## src/rtl/mem_port_arbiter_pkg.sv

```systemverilog
// Shared constants for the memory port arbiter.
// Grant encoding, default widths, base address and word shift.
package arbiter_pkg;

  localparam logic GNT_IF = 1'b0;
  localparam logic GNT_DM = 1'b1;

  localparam int DEF_DATA_WIDTH = 32;
  localparam int DEF_ADDR_WIDTH = 32;

  localparam logic [31:0] DEF_BASE_ADDR = 32'h0040_0000;
  localparam int WORD_SHIFT = 2;

endpackage

```

## src/rtl/mem_port_arbiter_if.sv

```systemverilog
// Fetch / LSU / memory-macro bundle for the arbiter.
// slave = arbiter side, master = requesters plus memory.
interface mem_port_arbiter_if
  import arbiter_pkg::*;
#(
  parameter int DATA_WIDTH = DEF_DATA_WIDTH,
  parameter int ADDR_WIDTH = DEF_ADDR_WIDTH
);

  logic                  if_req_valid;
  logic                  if_req_ready;
  logic [ADDR_WIDTH-1:0] if_addr;
  logic                  if_rsp_valid;
  logic [DATA_WIDTH-1:0] if_rdata;
  logic                  if_err;

  logic                  dm_req_valid;
  logic                  dm_req_ready;
  logic                  dm_we;
  logic [ADDR_WIDTH-1:0] dm_addr;
  logic [DATA_WIDTH-1:0] dm_wd;
  logic                  dm_rsp_valid;
  logic [DATA_WIDTH-1:0] dm_rdata;
  logic                  dm_err;

  logic [DATA_WIDTH-1:0] mem_addr;
  logic [DATA_WIDTH-1:0] mem_wd;
  logic                  mem_we;
  logic                  mem_re;
  logic [DATA_WIDTH-1:0] mem_rd;

  modport slave (
    input  if_req_valid, if_addr,
    output if_req_ready, if_rsp_valid,
    output if_rdata, if_err,
    input  dm_req_valid, dm_we,
    input  dm_addr, dm_wd,
    output dm_req_ready, dm_rsp_valid,
    output dm_rdata, dm_err,
    output mem_addr, mem_wd,
    output mem_we, mem_re,
    input  mem_rd
  );

  modport master (
    output if_req_valid, if_addr,
    input  if_req_ready, if_rsp_valid,
    input  if_rdata, if_err,
    output dm_req_valid, dm_we,
    output dm_addr, dm_wd,
    input  dm_req_ready, dm_rsp_valid,
    input  dm_rdata, dm_err,
    input  mem_addr, mem_wd,
    input  mem_we, mem_re,
    output mem_rd
  );

endinterface

```

## src/rtl/mem_port_arbiter_addr_xlate.sv

```systemverilog
// Byte address to word index translation.
// Flags misaligned, below-base and past-end accesses.
module addr_xlate
  import arbiter_pkg::*;
#(
  parameter int ADDR_WIDTH = DEF_ADDR_WIDTH,
  parameter int MEM_DEPTH  = 1024,
  parameter logic [ADDR_WIDTH-1:0] BASE_ADDR =
    ADDR_WIDTH'(DEF_BASE_ADDR)
) (
  input  logic [ADDR_WIDTH-1:0] addr,
  output logic [ADDR_WIDTH-1:0] idx,
  output logic                  err
);

  logic [ADDR_WIDTH-1:0] off;
  logic mis, below, past;

  assign off   = addr - BASE_ADDR;
  assign idx   = off >> WORD_SHIFT;
  assign mis   = addr[WORD_SHIFT-1:0] != '0;
  assign below = addr < BASE_ADDR;
  assign past  = idx >= ADDR_WIDTH'(MEM_DEPTH);
  assign err   = mis | below | past;

endmodule

```

## src/rtl/mem_port_arbiter.sv

```systemverilog
// Two-port arbiter (fetch + LSU) onto a single async-read memory.
// Build option: ARB_ROUND_ROBIN_EN selects round-robin ties.
module mem_port_arbiter
  import arbiter_pkg::*;
#(
  parameter int DATA_WIDTH   = DEF_DATA_WIDTH,
  parameter int ADDR_WIDTH   = DEF_ADDR_WIDTH,
  parameter int MEM_DEPTH    = 1024,
  parameter logic [ADDR_WIDTH-1:0] BASE_ADDR =
    ADDR_WIDTH'(DEF_BASE_ADDR),
  parameter int STARVE_LIMIT = 4
) (
  input logic clk,
  input logic rst_n,
  mem_port_arbiter_if.slave bus
);

  logic [ADDR_WIDTH-1:0] if_idx, dm_idx, sel_idx;
  logic if_bad, dm_bad, sel_bad, sel_we;
  logic gnt_if, gnt_dm, tie_if;
  logic granted, legal;

  logic                  if_vld_q, dm_vld_q;
  logic [DATA_WIDTH-1:0] if_rd_q, dm_rd_q;
  logic                  if_err_q, dm_err_q;

  addr_xlate #(
    .ADDR_WIDTH(ADDR_WIDTH),
    .MEM_DEPTH (MEM_DEPTH),
    .BASE_ADDR (BASE_ADDR)
  ) u_if_xlate (
    .addr(bus.if_addr),
    .idx (if_idx),
    .err (if_bad)
  );

  addr_xlate #(
    .ADDR_WIDTH(ADDR_WIDTH),
    .MEM_DEPTH (MEM_DEPTH),
    .BASE_ADDR (BASE_ADDR)
  ) u_dm_xlate (
    .addr(bus.dm_addr),
    .idx (dm_idx),
    .err (dm_bad)
  );

`ifdef ARB_ROUND_ROBIN_EN
  logic last_grant;

  // Remember the last winner so ties alternate.
  always_ff @(posedge clk) begin
    if (!rst_n)
      last_grant <= GNT_IF;
    else if (gnt_if)
      last_grant <= GNT_IF;
    else if (gnt_dm)
      last_grant <= GNT_DM;
  end

  assign tie_if = last_grant == GNT_DM;
`else
  localparam int SW = $clog2(STARVE_LIMIT + 1);
  localparam logic [SW-1:0] LIM = SW'(STARVE_LIMIT);

  logic [SW-1:0] starve_cnt;

  // Count consecutive cycles a waiting fetch loses.
  always_ff @(posedge clk) begin
    if (!rst_n)
      starve_cnt <= '0;
    else if (bus.if_req_valid && !gnt_if) begin
      if (starve_cnt != LIM)
        starve_cnt <= starve_cnt + SW'(1);
    end else
      starve_cnt <= '0;
  end

  assign tie_if = starve_cnt == LIM;
`endif

  // Single grant per cycle; nothing granted in reset.
  always_comb begin
    gnt_if = 1'b0;
    gnt_dm = 1'b0;
    if (rst_n) begin
      if (bus.if_req_valid && bus.dm_req_valid) begin
        gnt_if = tie_if;
        gnt_dm = !tie_if;
      end else begin
        gnt_if = bus.if_req_valid;
        gnt_dm = bus.dm_req_valid;
      end
    end
  end

  // Route the winner's translated address.
  always_comb begin
    sel_idx = '0;
    sel_bad = 1'b0;
    sel_we  = 1'b0;
    unique case (1'b1)
      gnt_dm: begin
        sel_idx = dm_idx;
        sel_bad = dm_bad;
        sel_we  = bus.dm_we;
      end
      gnt_if: begin
        sel_idx = if_idx;
        sel_bad = if_bad;
      end
      default: ;
    endcase
  end

  assign granted = gnt_if | gnt_dm;
  assign legal   = granted & ~sel_bad;

  assign bus.if_req_ready = gnt_if;
  assign bus.dm_req_ready = gnt_dm;

  assign bus.mem_addr =
    legal ? DATA_WIDTH'(sel_idx) : '0;
  assign bus.mem_wd = legal ? bus.dm_wd : '0;
  assign bus.mem_we = legal & sel_we;
  assign bus.mem_re = legal & ~sel_we;

  // Capture responses at the grant edge.
  always_ff @(posedge clk) begin
    if (!rst_n) begin
      if_vld_q <= 1'b0;
      if_rd_q  <= '0;
      if_err_q <= 1'b0;
      dm_vld_q <= 1'b0;
      dm_rd_q  <= '0;
      dm_err_q <= 1'b0;
    end else begin
      if_vld_q <= gnt_if;
      dm_vld_q <= gnt_dm;
      if (gnt_if) begin
        if_rd_q  <= if_bad ? '0 : bus.mem_rd;
        if_err_q <= if_bad;
      end
      if (gnt_dm) begin
        dm_rd_q  <= (dm_bad || bus.dm_we) ?
                    '0 : bus.mem_rd;
        dm_err_q <= dm_bad;
      end
    end
  end

  assign bus.if_rsp_valid = if_vld_q;
  assign bus.if_rdata     = if_rd_q;
  assign bus.if_err       = if_err_q;
  assign bus.dm_rsp_valid = dm_vld_q;
  assign bus.dm_rdata     = dm_rd_q;
  assign bus.dm_err       = dm_err_q;

endmodule

```

## src/flat_wrapper.sv

```systemverilog
// flat-port wrapper written by rule: the top's interface ports become plain ports
module mem_port_arbiter_flat import arbiter_pkg::*;
#(
  parameter int DATA_WIDTH   = DEF_DATA_WIDTH,
  parameter int ADDR_WIDTH   = DEF_ADDR_WIDTH,
  parameter int MEM_DEPTH    = 1024,
  parameter logic [ADDR_WIDTH-1:0] BASE_ADDR =
    ADDR_WIDTH'(DEF_BASE_ADDR),
  parameter int STARVE_LIMIT = 4
)
  (clk, rst_n, bus_if_req_valid, bus_if_addr, bus_if_req_ready, bus_if_rsp_valid, bus_if_rdata, bus_if_err, bus_dm_req_valid, bus_dm_we, bus_dm_addr, bus_dm_wd, bus_dm_req_ready, bus_dm_rsp_valid, bus_dm_rdata, bus_dm_err, bus_mem_addr, bus_mem_wd, bus_mem_we, bus_mem_re, bus_mem_rd);
  mem_port_arbiter_if #(.DATA_WIDTH(DATA_WIDTH), .ADDR_WIDTH(ADDR_WIDTH)) bus_i ();
  input logic clk;
  input logic rst_n;
  input wire logic [$bits(bus_i.if_req_valid)-1:0] bus_if_req_valid;
  input wire logic [$bits(bus_i.if_addr)-1:0] bus_if_addr;
  output wire logic [$bits(bus_i.if_req_ready)-1:0] bus_if_req_ready;
  output wire logic [$bits(bus_i.if_rsp_valid)-1:0] bus_if_rsp_valid;
  output wire logic [$bits(bus_i.if_rdata)-1:0] bus_if_rdata;
  output wire logic [$bits(bus_i.if_err)-1:0] bus_if_err;
  input wire logic [$bits(bus_i.dm_req_valid)-1:0] bus_dm_req_valid;
  input wire logic [$bits(bus_i.dm_we)-1:0] bus_dm_we;
  input wire logic [$bits(bus_i.dm_addr)-1:0] bus_dm_addr;
  input wire logic [$bits(bus_i.dm_wd)-1:0] bus_dm_wd;
  output wire logic [$bits(bus_i.dm_req_ready)-1:0] bus_dm_req_ready;
  output wire logic [$bits(bus_i.dm_rsp_valid)-1:0] bus_dm_rsp_valid;
  output wire logic [$bits(bus_i.dm_rdata)-1:0] bus_dm_rdata;
  output wire logic [$bits(bus_i.dm_err)-1:0] bus_dm_err;
  output wire logic [$bits(bus_i.mem_addr)-1:0] bus_mem_addr;
  output wire logic [$bits(bus_i.mem_wd)-1:0] bus_mem_wd;
  output wire logic [$bits(bus_i.mem_we)-1:0] bus_mem_we;
  output wire logic [$bits(bus_i.mem_re)-1:0] bus_mem_re;
  input wire logic [$bits(bus_i.mem_rd)-1:0] bus_mem_rd;
  assign bus_i.if_req_valid = bus_if_req_valid;
  assign bus_i.if_addr = bus_if_addr;
  assign bus_if_req_ready = bus_i.if_req_ready;
  assign bus_if_rsp_valid = bus_i.if_rsp_valid;
  assign bus_if_rdata = bus_i.if_rdata;
  assign bus_if_err = bus_i.if_err;
  assign bus_i.dm_req_valid = bus_dm_req_valid;
  assign bus_i.dm_we = bus_dm_we;
  assign bus_i.dm_addr = bus_dm_addr;
  assign bus_i.dm_wd = bus_dm_wd;
  assign bus_dm_req_ready = bus_i.dm_req_ready;
  assign bus_dm_rsp_valid = bus_i.dm_rsp_valid;
  assign bus_dm_rdata = bus_i.dm_rdata;
  assign bus_dm_err = bus_i.dm_err;
  assign bus_mem_addr = bus_i.mem_addr;
  assign bus_mem_wd = bus_i.mem_wd;
  assign bus_mem_we = bus_i.mem_we;
  assign bus_mem_re = bus_i.mem_re;
  assign bus_i.mem_rd = bus_mem_rd;
  mem_port_arbiter #(.DATA_WIDTH(DATA_WIDTH), .ADDR_WIDTH(ADDR_WIDTH), .MEM_DEPTH(MEM_DEPTH), .BASE_ADDR(BASE_ADDR), .STARVE_LIMIT(STARVE_LIMIT)) u_core (.clk(clk), .rst_n(rst_n), .bus(bus_i));
endmodule
```

## config.mk

```make
export PLATFORM = sky130hd
export DESIGN_NAME = mem_port_arbiter_flat
export DESIGN_NICKNAME = d
export VERILOG_FILES = /design/src/rtl/mem_port_arbiter_pkg.sv /design/src/rtl/mem_port_arbiter_if.sv /design/src/rtl/mem_port_arbiter_addr_xlate.sv /design/src/rtl/mem_port_arbiter.sv /design/src/flat_wrapper.sv
export SDC_FILE = /design/constraint.sdc
export NUM_CORES = 1
export LEC_CHECK = 0
export ABC_AREA = 1
export BUFFER_PORTS_ARGS = -buffer_cell sky130_fd_sc_hd__buf_4
export CAP_MARGIN = 20
export CORE_MARGIN = 2
export CORE_UTILIZATION = 34
export CTS_CLUSTER_SIZE = 12
export DETAILED_ROUTE_END_ITERATION = 10
export GPL_TIMING_DRIVEN = 0
export PLACE_DENSITY = 0.66
export SLEW_MARGIN = 20
export SYNTH_ARGS = -nofsm -noshare
export SYNTH_HDL_FRONTEND = slang
export SYNTH_SLANG_ARGS = --single-unit
```

## constraint.sdc

```tcl
create_clock -name clk -period 2.15 [get_ports clk]
set_input_delay 0.1075 -clock clk [delete_from_list [all_inputs] [get_ports clk]]
set_output_delay 0.1075 -clock clk [all_outputs]
set_load 0.02 [all_outputs]
```

* Word level (Yosys, flattened, before mapping)
Cells that the tools add are included.
Storage, ports and cells: register bits after elaboration 71, input bits 133, output and inout bits 136, logic and storage cells 45
Cells by class: add/subtract/negate cells 3, $lt $le $gt $ge 4, eq/ne operators 2, mux-type cells 11, bitwise gates (word level) 10, reductions and logical operators 8
Operators with widths (number):
- 32-bit 2-to-1 mux | 3
- 32-bit by 23-bit less-than comparator with 1-bit output, second input constant | 2
- 32-bit by 23-bit subtractor with 32-bit output, second input constant | 2
- 30-bit by 11-bit greater-or-equal comparator with 1-bit output, second input constant | 2
- 30-bit one-hot mux with 2 select lines | 1
- 30-bit 2-to-1 mux | 1
- 1-bit 2-to-1 mux | 5
- 1-bit bitwise OR | 5
- 2-bit nonzero test | 2
- 3-bit by 1-bit adder with 3-bit output, second input constant | 1
- 1-bit AND | 3
- 3-bit == test, second input constant | 1
- 3-bit != test, second input constant | 1
- 1-bit logical AND | 2
- 1-bit zero test | 2
- 1-bit NOT | 2
- 1-bit one-hot mux with 2 select lines | 1
- 2-bit AND reduction | 1
- 1-bit logical OR | 1

* Depth between registers and ports, before layout
Gate-level depths: netlist of run 1.
depth after elaboration 8, gate-level depth with buffers 15, depth with buffers taken out 14

* Hierarchy
A second synthesis of run 1 with hierarchy kept.
Unflattened totals: cells, all modules 885, area, all modules 5109.9 µm²
By module, submodules not included:
- mem_port_arbiter | instances 1, cells an instance 669, area each 3953.8 µm²
- addr_xlate | instances 2, cells an instance 108, area each 578.1 µm²

* Least setup slack after synthesis of run 1
OpenSTA, ideal clock, no wires.
path type input-to-output, start point input bus_dm_addr[22], end point output bus_mem_addr[20], arrival 1684 ps, required time 2043 ps, path slack 358 ps, stages on the path 15, path buffers 1, cell sequence inv_1 ha_1 inv_2 nor2_2 nand2_1 nor2_1 nor2_1 nor2_2 nand2_1 nor2_1 nand2_2 nand2_2 nand3_4 buf_8 nor2_4
Between the ends: cells in the longest elaborated chain, start to end 7, elaborated cells between the ends (all ways) 10, those cells by class 1 x add/sub; 2 x order compare; 3 x mux; 4 x bitwise
Ends and longest elaborated chain:
- from (decl) | line flat_wrapper.sv:23 | input wire logic [$bits(bus_i.dm_addr)-1:0] bus_dm_addr;
- 32-bit by 23-bit subtractor with 32-bit output / 32-bit by 23-bit less-than comparator with 1-bit output (equally long branches) | line mem_port_arbiter_addr_xlate.sv:19, mem_port_arbiter_addr_xlate.sv:22
- 30-bit by 11-bit greater-or-equal comparator with 1-bit output / 1-bit bitwise OR (equally long branches) | line mem_port_arbiter_addr_xlate.sv:23, mem_port_arbiter_addr_xlate.sv:24
- 1-bit bitwise OR | line mem_port_arbiter_addr_xlate.sv:24 | assign err = mis | below | past;
- 1-bit one-hot mux with 2 select lines | line mem_port_arbiter.sv:101 | unique case (1'b1)
- 1-bit NOT | line mem_port_arbiter.sv:116 | assign legal = granted & ~sel_bad;
- 1-bit AND | line mem_port_arbiter.sv:116
- 30-bit 2-to-1 mux * | line mem_port_arbiter.sv:122 | legal ? DATA_WIDTH'(sel_idx) : '0;
- to (decl) | line flat_wrapper.sv:29 | output wire logic [$bits(bus_i.mem_addr)-1:0] bus_mem_addr;
Every way passes the cells marked *; elsewhere a longest branch is shown, timed or not.

* Final worst setup path of run 1
start point register u_core.starve_cnt[1], end point output bus_mem_wd[9]
Between the ends: cells in the longest elaborated chain, start to end 8, elaborated cells between the ends (all ways) 11, those cells by class 1 x eq/ne; 6 x mux; 3 x bitwise; 1 x reduce/logical
Ends and longest elaborated chain:
- from (decl) | line mem_port_arbiter.sv:65 | logic [SW-1:0] starve_cnt;
- from (signal assigned) | line mem_port_arbiter.sv:73 | starve_cnt <= starve_cnt + SW'(1);
- 3-bit == test * | line mem_port_arbiter.sv:78 | assign tie_if = starve_cnt == LIM;
- 1-bit zero test | line mem_port_arbiter.sv:88 | gnt_dm = !tie_if;
- 1-bit 2-to-1 mux | line mem_port_arbiter.sv:86 | if (bus.if_req_valid && bus.dm_req_valid) begin
- 1-bit 2-to-1 mux | line mem_port_arbiter.sv:85 | if (rst_n) begin
- 1-bit one-hot mux with 2 select lines | line mem_port_arbiter.sv:101
- 1-bit NOT | line mem_port_arbiter.sv:116
- 1-bit AND * | line mem_port_arbiter.sv:116
- 32-bit 2-to-1 mux * | line mem_port_arbiter.sv:123 | assign bus.mem_wd = legal ? bus.dm_wd : '0;
- to (decl) | line flat_wrapper.sv:30 | output wire logic [$bits(bus_i.mem_wd)-1:0] bus_mem_wd;
Marks and branches as above.

==> results of run 1 <==
report_power, final:
group          total [uW]  switching [uW]  internal (uW)
clock                1480             559            925
combinational        1060             560            505
sequential           1360            16.0           1350
metrics by stage:
step                worst slack [ps]  area, sq um  power, uW  utilization, %
floorplan                        358         4630       1900               -
global placement                -155         6710       2310            50.8
detailed placement              -193         6710       2310            50.8
CTS                             3.50         7310       3870            55.4
global route                   -31.1         7570       4090            57.4
finish                          73.3         7570       3910            57.4
per-layer routing:
layer  wire [microns]  vias up
met5                0        -
met4              323        0
met3             1250       22
met2             8040      205
met1             6710     2301
li1                 -     2678
cell usage in the layout (no fill, tap or decap), types with 5 or more instances in the layout:
| cell type | n |
|---|---|
| nand3_1 | 60 |
| buf_16 | 5 |
| clkbuf_16 | 11 |
| nor2_4 | 44 |
| o21ai_0 | 26 |
| inv_1 | 99 |
| a21oi_1 | 19 |
| nand2_1 | 134 |
| buf_2 | 9 |
| conb_1 | 20 |
| buf_6 | 26 |
| nor2_1 | 85 |
| inv_2 | 6 |
| clkbuf_1 | 12 |
| buf_4 | 263 |
| nor2_2 | 15 |
| nand2_2 | 9 |
| o22ai_1 | 8 |
| dfxtp_1 | 69 |
| nand4_1 | 24 |
logic make-up (layout without fill, tap and decap cells):
family                     Yosys count  in the layout  share of synthesized area (%)
and+or+nand+nor                    382            383                           43.4
buffers and inverters              161            451                           16.5
xor gates and xnor gates             5              5                          0.960
DFF                                 71             71                           31.2
adders and majority gates            6              6                           1.65
other                                1             20                         0.0822
AOI/OAI and AO/OA                   54             54                           6.23
sequential cells by signal, indices dropped and copies added (netlist names):
signal	flops
u_core.bus.dm_err	1
u_core.bus.dm_rdata	32
u_core.bus.dm_rsp_valid	1
u_core.bus.if_err	1
u_core.bus.if_rdata	32
u_core.bus.if_rsp_valid	1
u_core.starve_cnt	3
layout make-up:
class | instances | share of cell area (%)
Tap cell | 176 | 2.91
Buffer | 51 | 5.04
Timing Repair Buffer | 276 | 29.9
Inverter | 109 | 5.55
Multi-Input combinational cell | 468 | 33.9
Clock inverter | 5 | 0.760
Clock buffer | 10 | 3.16
Sequential cell | 71 | 18.8
cell usage after synthesis:
| master | count | area share, % |
|---|---|---|
| or2_0 | 1 | 0.14 |
| nand3_1 | 60 | 6.6 |
| a21oi_1 | 19 | 2.1 |
| clkbuf_1 | 14 | 1.2 |
| nor3_1 | 3 | 0.33 |
| inv_2 | 2 | 0.16 |
| buf_1 | 4 | 0.33 |
| conb_1 | 1 | 0.082 |
| nand3_4 | 1 | 0.38 |
| a21oi_2 | 1 | 0.19 |
| nand3_2 | 1 | 0.22 |
| o22ai_1 | 8 | 1.1 |
| nor2_1 | 88 | 7.2 |
| nand4_1 | 24 | 3.3 |
| nor2_2 | 13 | 1.8 |
| nand2_4 | 1 | 0.25 |
| buf_8 | 1 | 0.33 |
| xnor2_1 | 4 | 0.77 |
| dfxtp_1 | 71 | 31 |
| buf_12 | 3 | 1.3 |
| nand3b_1 | 2 | 0.33 |
| buf_4 | 20 | 3.3 |
| inv_1 | 107 | 8.8 |
| ha_1 | 6 | 1.6 |
| nand2_2 | 6 | 0.82 |
| o21ai_0 | 26 | 2.9 |
| nor2_4 | 43 | 11 |
| buf_2 | 10 | 1.1 |
| nand2_1 | 139 | 11 |
| xor2_1 | 1 | 0.19 |
worst max path at each step:
stage                     slack (ps)                              start                to  cells after the start
after global routing             -30                    bus_dm_addr[22]     bus_mem_wd[9]                     18
after global placement          -160                    bus_dm_addr[22]    bus_mem_wd[30]                     17
after floorplan                  360                    bus_dm_addr[22]  bus_mem_addr[20]                     15
after detailed placement        -190                    bus_dm_addr[22]   bus_mem_addr[6]                     17
after CTS                          4  u_core.starve_cnt[0]$_SDFFE_PN0N_   bus_mem_addr[0]                     11
final                             70  u_core.starve_cnt[1]$_SDFFE_PN0N_     bus_mem_wd[9]                     13
worst max-delay path, stage by stage (launching register included):
cell	delay, ps
dfxtp_2	330
inv_2	60
ha_4	130
nand2_4	60
inv_2	60
nand2_1	60
nand2_2	100
inv_2	60
nand2_4	70
nand3_4	100
buf_12	190
clkbuf_16	170
nor2_4	110
buf_6	120
repair_timing:
| action | in CTS | in global routing |
|---|---|---|
| resized for setup | 29 | 45 |
| buffers inserted | 15 | 7 |
| endpoints found under the hold margin | 3 | 0 |
| hold buffers | 3 | 0 |
| gates cloned | 3 | 2 |
| pin swaps | 6 | 14 |
| setup endpoints to repair | 47 | 47 |
==> results.json, run 1 <==
{
  "status": "finished, final reports clean",
  "dpl.cell_count": 1122,
  "wl_per_cell_microns": 14.0,
  "drv_cap": 0,
  "core_area_sq_um": 13200,
  "die_h_microns": 120,
  "leakagePower_uw": 0.00385,
  "grt_pass1_vias": 5084,
  "timing.hold.ws_ps": 15.7,
  "critical_path_required_ps": 2040,
  "power_density_nw_per_um2": 517,
  "multiInputGateArea_sq_um": 2560,
  "grt_busiest_layer": "met2",
  "grt-ovfl-total": 0,
  "drt_wl_total_microns": 16300,
  "ant_nets": 0,
  "vias": 5206,
  "period_share_pct": 96.6,
  "whs_endpoint": "u_core.bus.dm_rdata[21]$_SDFFE_PN0P_",
  "max_freq_mhz": 482,
  "vias_per_cell": 4.46,
  "setup_viol": 0,
  "cts_tree": "built",
  "cp-end-kind": "output port",
  "vdd_drop_max_mv": 0.470,
  "antenna_found_initial": 0,
  "syn_to_final_growth_pct": 66.0,
  "cts.sinks": 71,
  "r2r_start": "u_core.starve_cnt[1]$_SDFFE_PN0N_",
  "met1_usage_pct": 27.1,
  "worstSkewPairLatency_ps": 330,
  "n_antenna_cell": 0,
  "syn_inst": 680,
  "htree_num_levels": 3,
  "drive_gt1_share_pct": 41.9,
  "grt_pass1_wl_microns": 25500,
  "met3_usage_pct": 5.37,
  "cts_made_buffers": 9,
  "crit_type": "flop to output port",
  "row_count": 42,
  "gr-usage-all-layers_pct": 22.3,
  "rsz0062_at_grt": "yes",
  "dp_hpwl_microns": 12600,
  "slew_violations": 0,
  "seq_area_frac_synth_pct": 31.2,
  "layout.nets": 1125,
  "ys_ff_latch": 71,
  "grt_max_degree": 13,
  "cp_max_fo": 7,
  "hp-class": "primary input to flop",
  "synth.distinct_cells": 30,
  "crit_path_start_kind": "flop",
  "slew_headroom_pct": 63.5,
  "drtPass1Iterations": 5,
  "root_buffer": "clkbuf_16",
  "gp_congestion": 0.884,
  "hold_start": "bus_mem_rd[21]",
  "regArea_sq_um": 1420,
  "fin_crit_ps": 2080,
  "drc": 0,
  "ios": 269,
  "fin_setup_tns_ps": 0,
  "fp.dieW_microns": 120,
  "finClkSkew_ps": 5.12,
  "finalNonFillerCells": 1166,
  "dieArea_sq_um": 14400,
  "arrival_ps": 1970,
  "initial_utilization_pct": 34.6,
  "r2r_setup_slack_ps": 230,
  "worst_slew_pin_slew_ps": 547,
  "clock_path_buffers": 2,
  "fillers": 1327,
  "finalHoldViolCount": 0,
  "io_buffer_count": 247,
  "syn_avg_cell_area_sq_um": 6.71,
  "initialDrtViolationCount": 241,
  "syn_area_sq_um": 4560,
  "whs_path_depth": 3,
  "worstRegToRegCells": 11,
  "worstReg2RegEnd": "u_core.bus.dm_rdata[31]$_SDFFE_PN0P_",
  "synth_warnings": 0,
  "grt_use_met2_pct": 39.1,
  "clkTransAtPathRegs_ps": 60
}
Power figures use the tool's default switching activity.
==> run 2, diff against run 1 <==
Settings changed: ABC_AREA 1 to unset, CORE_AREA set to 2 2 103 105, CORE_MARGIN 2 to unset, CORE_UTILIZATION 34 to unset, DIE_AREA set to 0 0 105 107, PLACE_DENSITY 0.66 to 0.69.
==> run 2 against run 1 <==
Net effect: the flow now finishes with violations (setup timing); hold slack better by 72 ps; combinational power shrank 29%; total power down 17%; utilization grew 5.8 points; count of clock-buffer cells in the layout did not move; synthesized cell count is 52% lower; first-iteration DRC count is 54% lower; sequential share of layout area grew 3.5 points; via count decreased by 27%.
==> results.json, run 2 <==
{
  "status": "finished, violations left",
  "violations": "setup timing",
  "clock_path_buffers": 2,
  "synth.distinct_cells": 42,
  "placed_area_sq_um": 5300,
  "r2r_setup_slack_ps": 240,
  "fin_crit_ps": 2210,
  "max_freq_mhz": 453,
  "core_area_sq_um": 10100,
  "ant_nets": 0,
  "synth_warnings": 0,
  "finalNonFillerCells": 794,
  "vdd_drop_max_mv": 0.265,
  "cts_made_buffers": 9,
  "final_common_cell": "buf_4",
  "gp_congestion": 0.862,
  "slew_headroom_pct": 59.4,
  "row_count": 37,
  "initial_utilization_pct": 31.7,
  "fin_setup_tns_ps": -1180,
  "seq_area_frac_synth_pct": 44.4,
  "setup_viol": 34,
  "critPathMaxStageDelay_ps": 520,
  "synth_xor_area_share_pct": 1.10,
  "rsz0062_at_grt": "yes",
  "grt_max_degree": 14,
  "finalHoldViolCount": 0,
  "drive_gt1_share_pct": 53.8,
  "die_h_microns": 107,
  "crit_path_start_kind": "primary input",
  "synth-main-ff-cell": "dfxtp_1",
  "synthAdderAreaFrac_pct": 2.35,
  "layout.nets": 792,
  "slowest_stage": "nor3_1",
  "synth_compound_area_share_pct": 24.2,
  "grt_pass1_wl_microns": 19100,
  "crit_type": "primary input to output port",
  "layout_common_cells": "buf_4 (245), dfxtp_1 (69), a22o_1 (64)",
  "htree_num_levels": 3,
  "syn_inst": 329,
  "cp_max_fo": 9,
  "synth_top_area_share_pct": 44.4,
  "drv_cap": 0,
  "synthTopCellsByArea": "dfxtp_1 (44%), a22o_1 (18%), and3_1 (6.6%), buf_4 (4.7%), a22oi_1 (2.3%)",
  "dieArea_sq_um": 11200,
  "ios": 269,
  "initialDrtViolationCount": 110,
  "antenna_found_initial": 0,
  "drc": 0,
  "worst_slack_ps": -55.2,
  "synth_edf_count": 0,
  "fin_util_pct": 63.2,
  "n_antenna_cell": 0,
  "cp-end-kind": "output port",
  "syn_to_final_growth_pct": 99.3,
  "path_buf_inv": 4,
  "gr-usage-all-layers_pct": 21.3,
  "ys_top_cells_by_count": "dfxtp_1 (71), a22o_1 (64), and3_1 (34)",
  "worstSkewPairLatency_ps": 340,
  "place_ws_ps": -261,
  "path_cells": "buf_4, nor3_1, o21ai_1, a211o_1, a22oi_4, buf_12, clkbuf_16, and3_1, buf_6",
  "slew_violations": 0,
  "synth.area.mux_share_pct": 0.313,
  "leakagePower_uw": 0.00311,
  "vias": 3820,
  "grt_pass1_vias": 3802,
  "root_buffer": "clkbuf_8",
  "finClkSkew_ps": 13.3,
  "path_delay_family": "compound AO/OA/AOI/OAI gates",
  "ys_ff_latch": 71,
  "vias_per_cell": 4.81,
  "wl_per_cell_microns": 16.3,
  "dp_hpwl_microns": 9380,
  "hp-class": "primary input to flop",
  "io_buffer_count": 248,
  "yosysMostFrequentCell": "dfxtp_1",
  "period_share_pct": 103,
  "yosys.area_share.simple_pct": 18.5,
  "cts_tree": "built",
  "syn_area_sq_um": 3200,
  "drt_wl_total_microns": 12900,
  "fp.dieW_microns": 105,
  "critical_path_required_ps": 2040,
  "syn_avg_cell_area_sq_um": 9.72,
  "design_area_sq_um": 6380,
  "synthArstFlopShare_pct": 0,
  "arrival_ps": 2100,
  "clkTransAtPathRegs_ps": 70,
  "dpl.cell_count": 732,
  "grt-ovfl-total": 0,
  "synth_top_area_cell": "dfxtp_1",
  "power_density_nw_per_um2": 509,
  "worst_slew_pin_slew_ps": 604,
  "synth_top_family_by_area": "compound AO/OA/AOI/OAI gates",
  "cts.sinks": 71,
  "drtPass1Iterations": 4
}
## run 2: changes by cell type in the layout (fill, tap and decap cells not counted), sizes merged, moves of 11 or more
cell and delta:
and3 +34, o21ai -22, nand4 -22, nand3 -56
a22oi +11, nand2 -136, dlygate4sd3 +29, nor2b +12
nor2 -136, a22o +64, a21oi -19, buf -19
inv -97
## run 2: logic make-up (layout without fill, tap and decap cells)
logic type,Yosys count,count (layout)
XOR/XNOR,4,4
buffers and inverters,54,364
other,1,20
multiplexers,1,1
AO/OA/AOI/OAI,92,92
AND/OR/NAND/NOR,100,100
flip-flops,71,71
adder cells (fa/ha/maj),6,6
## run 2: worst paths after layout
| kind | start | to | depth (start not counted) |
|---|---|---|---|
| worst max-delay path | bus_if_addr[24] | bus_mem_wd[17] | 9 |
| worst min-delay path | bus_dm_req_valid | u_core.starve_cnt[2]$_SDFFE_PN0N_ | 2 |
| worst max register to register | u_core.starve_cnt[0]$_SDFFE_PN0N_ | u_core.bus.dm_rdata[23]$_SDFFE_PN0P_ | 8 |
| worst min register to register | u_core.bus.dm_err$_SDFFE_PN0P_ | u_core.bus.dm_err$_SDFFE_PN0P_ | 2 |
## run 2: report_power, final
group	internal [uW]	switching, uW
clock network	660	514
registers	1320	1.95
logic	420	333
total	2400	849
## run 2: layer usage
metal  GRT usage (%)  vias up  routed length, microns
met3            4.26       17                     882
met5               0        -                       0
met2            39.8      172                    6770
li1                -     1836                       -
met4            6.67        0                     252
met1            24.3     1795                    5010
## run 2: repair_timing
action	in CTS	in global routing
hold endpoints to repair	60	0
pin swaps	7	6
gates resized for setup	37	66
buffers inserted	5	6
hold buffers	32	0
setup endpoints to repair	78	76
gates cloned	1	2
## run 2: worst reg2reg max path, stage by stage (launching register included)
cell	delay, ps
dfxtp_2	320
inv_1	50
ha_2	200
nand3_1	130
nand3_4	110
and2_1	130
clkbuf_1	270
clkbuf_1	440
a22o_1	230
## run 2: stage by stage
step	hold slack (ps)	power, uW
floorplan	233	1610
global placement	329	1920
detailed placement	331	1930
CTS	71.7	3190
global route	66.3	3390
finish	87.5	3250
## run 2: final cells by class
class                           count  area [sq um]
Fill cell                         846          3710
Timing Repair Buffer              294          2470
Multi-Input combinational cell    223          1760
Sequential cell                    71          1420
Buffer                             43           293
Tap cell                          136           170
Clock buffer                       10           128
Clock inverter                      6          92.6
Inverter                           11          43.8
==> run 3, diff against run 2 <==
Settings changed: SKIP_CTS_REPAIR_TIMING set to 1.
==> run 3 against run 2 <==
Net effect: flip-flop and latch count is the same; combinational power decreased by 3%; utilization down 1.1 points; the flow still finishes with violations (setup timing); routed wire length shrank 1.7%; critical path depth increased by 1; die area unchanged; sequential share of layout area increased by 0.38 points; global-route usage shrank 1.1 points; sequential power about the same; hold slack got worse by 72 ps; fmax up 0.78%; critical path type unchanged; cell count down 1.1%.
==> results.json, run 3 (synthesis gave the netlist of run 2 again) <==
{
  "status": "finished, violations left",
  "violations": "setup timing",
  "ant_nets": 0,
  "multiInputGateArea_sq_um": 1750,
  "fp.dieW_microns": 105,
  "fin_setup_tns_ps": -796,
  "finClkSkew_ps": 13.0,
  "final_common_cell": "buf_4",
  "drc": 0,
  "cp-end-kind": "output port",
  "initialDrtViolationCount": 141,
  "setup_viol": 29,
  "worstRegToRegCells": 8,
  "antenna_found_initial": 0,
  "fillers": 863,
  "netSwitchingFraction_pct": 26.1,
  "core_area_sq_um": 10100,
  "vdd_drop_max_mv": 0.266,
  "drt_wl_total_microns": 12700,
  "ios": 269,
  "regArea_sq_um": 1420,
  "cp_max_fo": 10,
  "htree_num_levels": 3,
  "cp_common_cell": "buf_6",
  "drtPass1Iterations": 4,
  "gr-usage-all-layers_pct": 20.2,
  "drive_gt1_share_pct": 52.9,
  "seq_power_share_pct": 40.9,
  "slew_headroom_pct": 64.0,
  "fin_crit_ps": 2190,
  "layout_common_cells": "buf_4 (240), dfxtp_1 (69), a22o_1 (64)",
  "worst_slack_ps": -38.2,
  "cts_made_buffers": 9,
  "whs_path_depth": 2,
  "layout.nets": 783,
  "worst_slew_pin_slew_ps": 536,
  "timing.hold.ws_ps": 15.2,
  "io_buffer_count": 248,
  "initial_utilization_pct": 31.7,
  "period_share_pct": 102,
  "slew_violations": 0,
  "grt_pass1_wl_microns": 18000,
  "slowest_stage": "or4b_1",
  "finalHoldViolCount": 0,
  "vias": 3771,
  "cts.sinks": 71,
  "wl_per_cell_microns": 16.2,
  "cts_tree": "built",
  "grt_max_degree": 14,
  "critPathMaxStageDelay_ps": 510,
  "grt-ovfl-total": 0,
  "crit_path_start_kind": "primary input",
  "gp_congestion": 0.862,
  "p_comb_share_pct": 22.7,
  "dp_hpwl_microns": 9380,
  "max_freq_mhz": 457,
  "die_h_microns": 107,
  "crit_type": "primary input to output port",
  "critical_path_required_ps": 2040,
  "dieArea_sq_um": 11200,
  "root_buffer": "clkbuf_8",
  "whs_endpoint": "u_core.bus.dm_rdata[10]$_SDFFE_PN0P_",
  "syn_to_final_growth_pct": 96.0,
  "clock_path_buffers": 2,
  "hp-class": "primary input to flop",
  "clkTransAtPathRegs_ps": 80,
  "grt_pass1_vias": 3534,
  "leakagePower_uw": 0.00306,
  "pwr-share-clk_pct": 36.3,
  "power_density_nw_per_um2": 515,
  "r2r_setup_slack_ps": 170,
  "worstSkewPairLatency_ps": 340,
  "internal-power_uw": 2380,
  "rsz0062_at_grt": "yes",
  "vias_per_cell": 4.80,
  "n_antenna_cell": 0,
  "path_cells": "buf_6, or4b_1, o21ai_1, a31oi_1, a211o_1, a22oi_4, buf_12, buf_8, and3_4, buf_6",
  "r2r_start": "u_core.starve_cnt[0]$_SDFFE_PN0N_",
  "row_count": 37,
  "arrival_ps": 2080,
  "drv_cap": 0,
  "worstReg2RegEnd": "u_core.bus.dm_rdata[23]$_SDFFE_PN0P_",
  "power_switching_uw": 842,
  "hold_start": "bus_mem_rd[10]"
}
-- run 3: worst max path at each step --
stage | start | slack (ps) | depth (start not counted) | to
after floorplan | u_core.starve_cnt[0]$_SDFFE_PN0N_ | 80 | 8 | bus_mem_addr[4]
after global placement | bus_dm_addr[23] | -230 | 10 | u_core.bus.dm_rdata[9]$_SDFFE_PN0P_
after detailed placement | bus_dm_addr[23] | -260 | 10 | u_core.bus.dm_rdata[14]$_SDFFE_PN0P_
after CTS | u_core.starve_cnt[0]$_SDFFE_PN0N_ | -420 | 9 | bus_mem_re
after global routing | u_core.starve_cnt[0]$_SDFFE_PN0N_ | -140 | 11 | bus_mem_wd[21]
final | bus_if_addr[30] | -40 | 10 | bus_mem_wd[4]
-- run 3: area by class of cell --
class | instances | share of cell area [%]
Clock buffer | 10 | 2.04
Inverter | 11 | 0.698
Clock inverter | 6 | 1.48
Timing Repair Buffer | 285 | 37.8
Tap cell | 136 | 2.71
Buffer | 43 | 4.73
Sequential cell | 71 | 22.7
Multi-Input combinational cell | 223 | 27.9
-- run 3: metal layers --
metal | share of wire, % | vias up | routed length (microns) | global-route usage (%)
li1 | - | 1820 | - | -
met1 | 40 | 1777 | 5020 | 23.4
met2 | 53 | 161 | 6690 | 37.1
met3 | 6.4 | 13 | 817 | 4.26
met4 | 1.4 | 0 | 178 | 6.10
met5 | 0 | - | 0 | 0
-- run 3: power by group through the flow --
stage / clock network (uW) / registers, uW / logic (uW)
floorplan: 0 / 1360 / 251
CTS: 1210 / 1320 / 584
detailed placement: 0 / 1350 / 582
finish: 1170 / 1320 / 733
global placement: 0 / 1350 / 573
global route: 1270 / 1320 / 780
-- run 3: per-stage QoR --
| step | setup WS [ps] | total power [uW] | instances | instance area, sq um | utilization [%] |
|---|---|---|---|---|---|
| after floorplan | 77.9 | 1610 | 348 | 3270 | - |
| after global placement | -233 | 1920 | 732 | 5300 | 52.5 |
| after detailed placement | -261 | 1930 | 732 | 5300 | 52.5 |
| after CTS | -424 | 3110 | 748 | 5520 | 54.7 |
| after global routing | -137 | 3370 | 785 | 6270 | 62.1 |
| final | -38.2 | 3230 | 785 | 6270 | 62.1 |
-- run 3: worst max-delay path: cells and delay by family --
| kind | cells | cell delay (ps) |
|---|---|---|
| AO/OA/AOI/OAI | 4 | 780 |
| AND/OR/NAND/NOR | 2 | 690 |
| buffers and inverters | 4 | 500 |
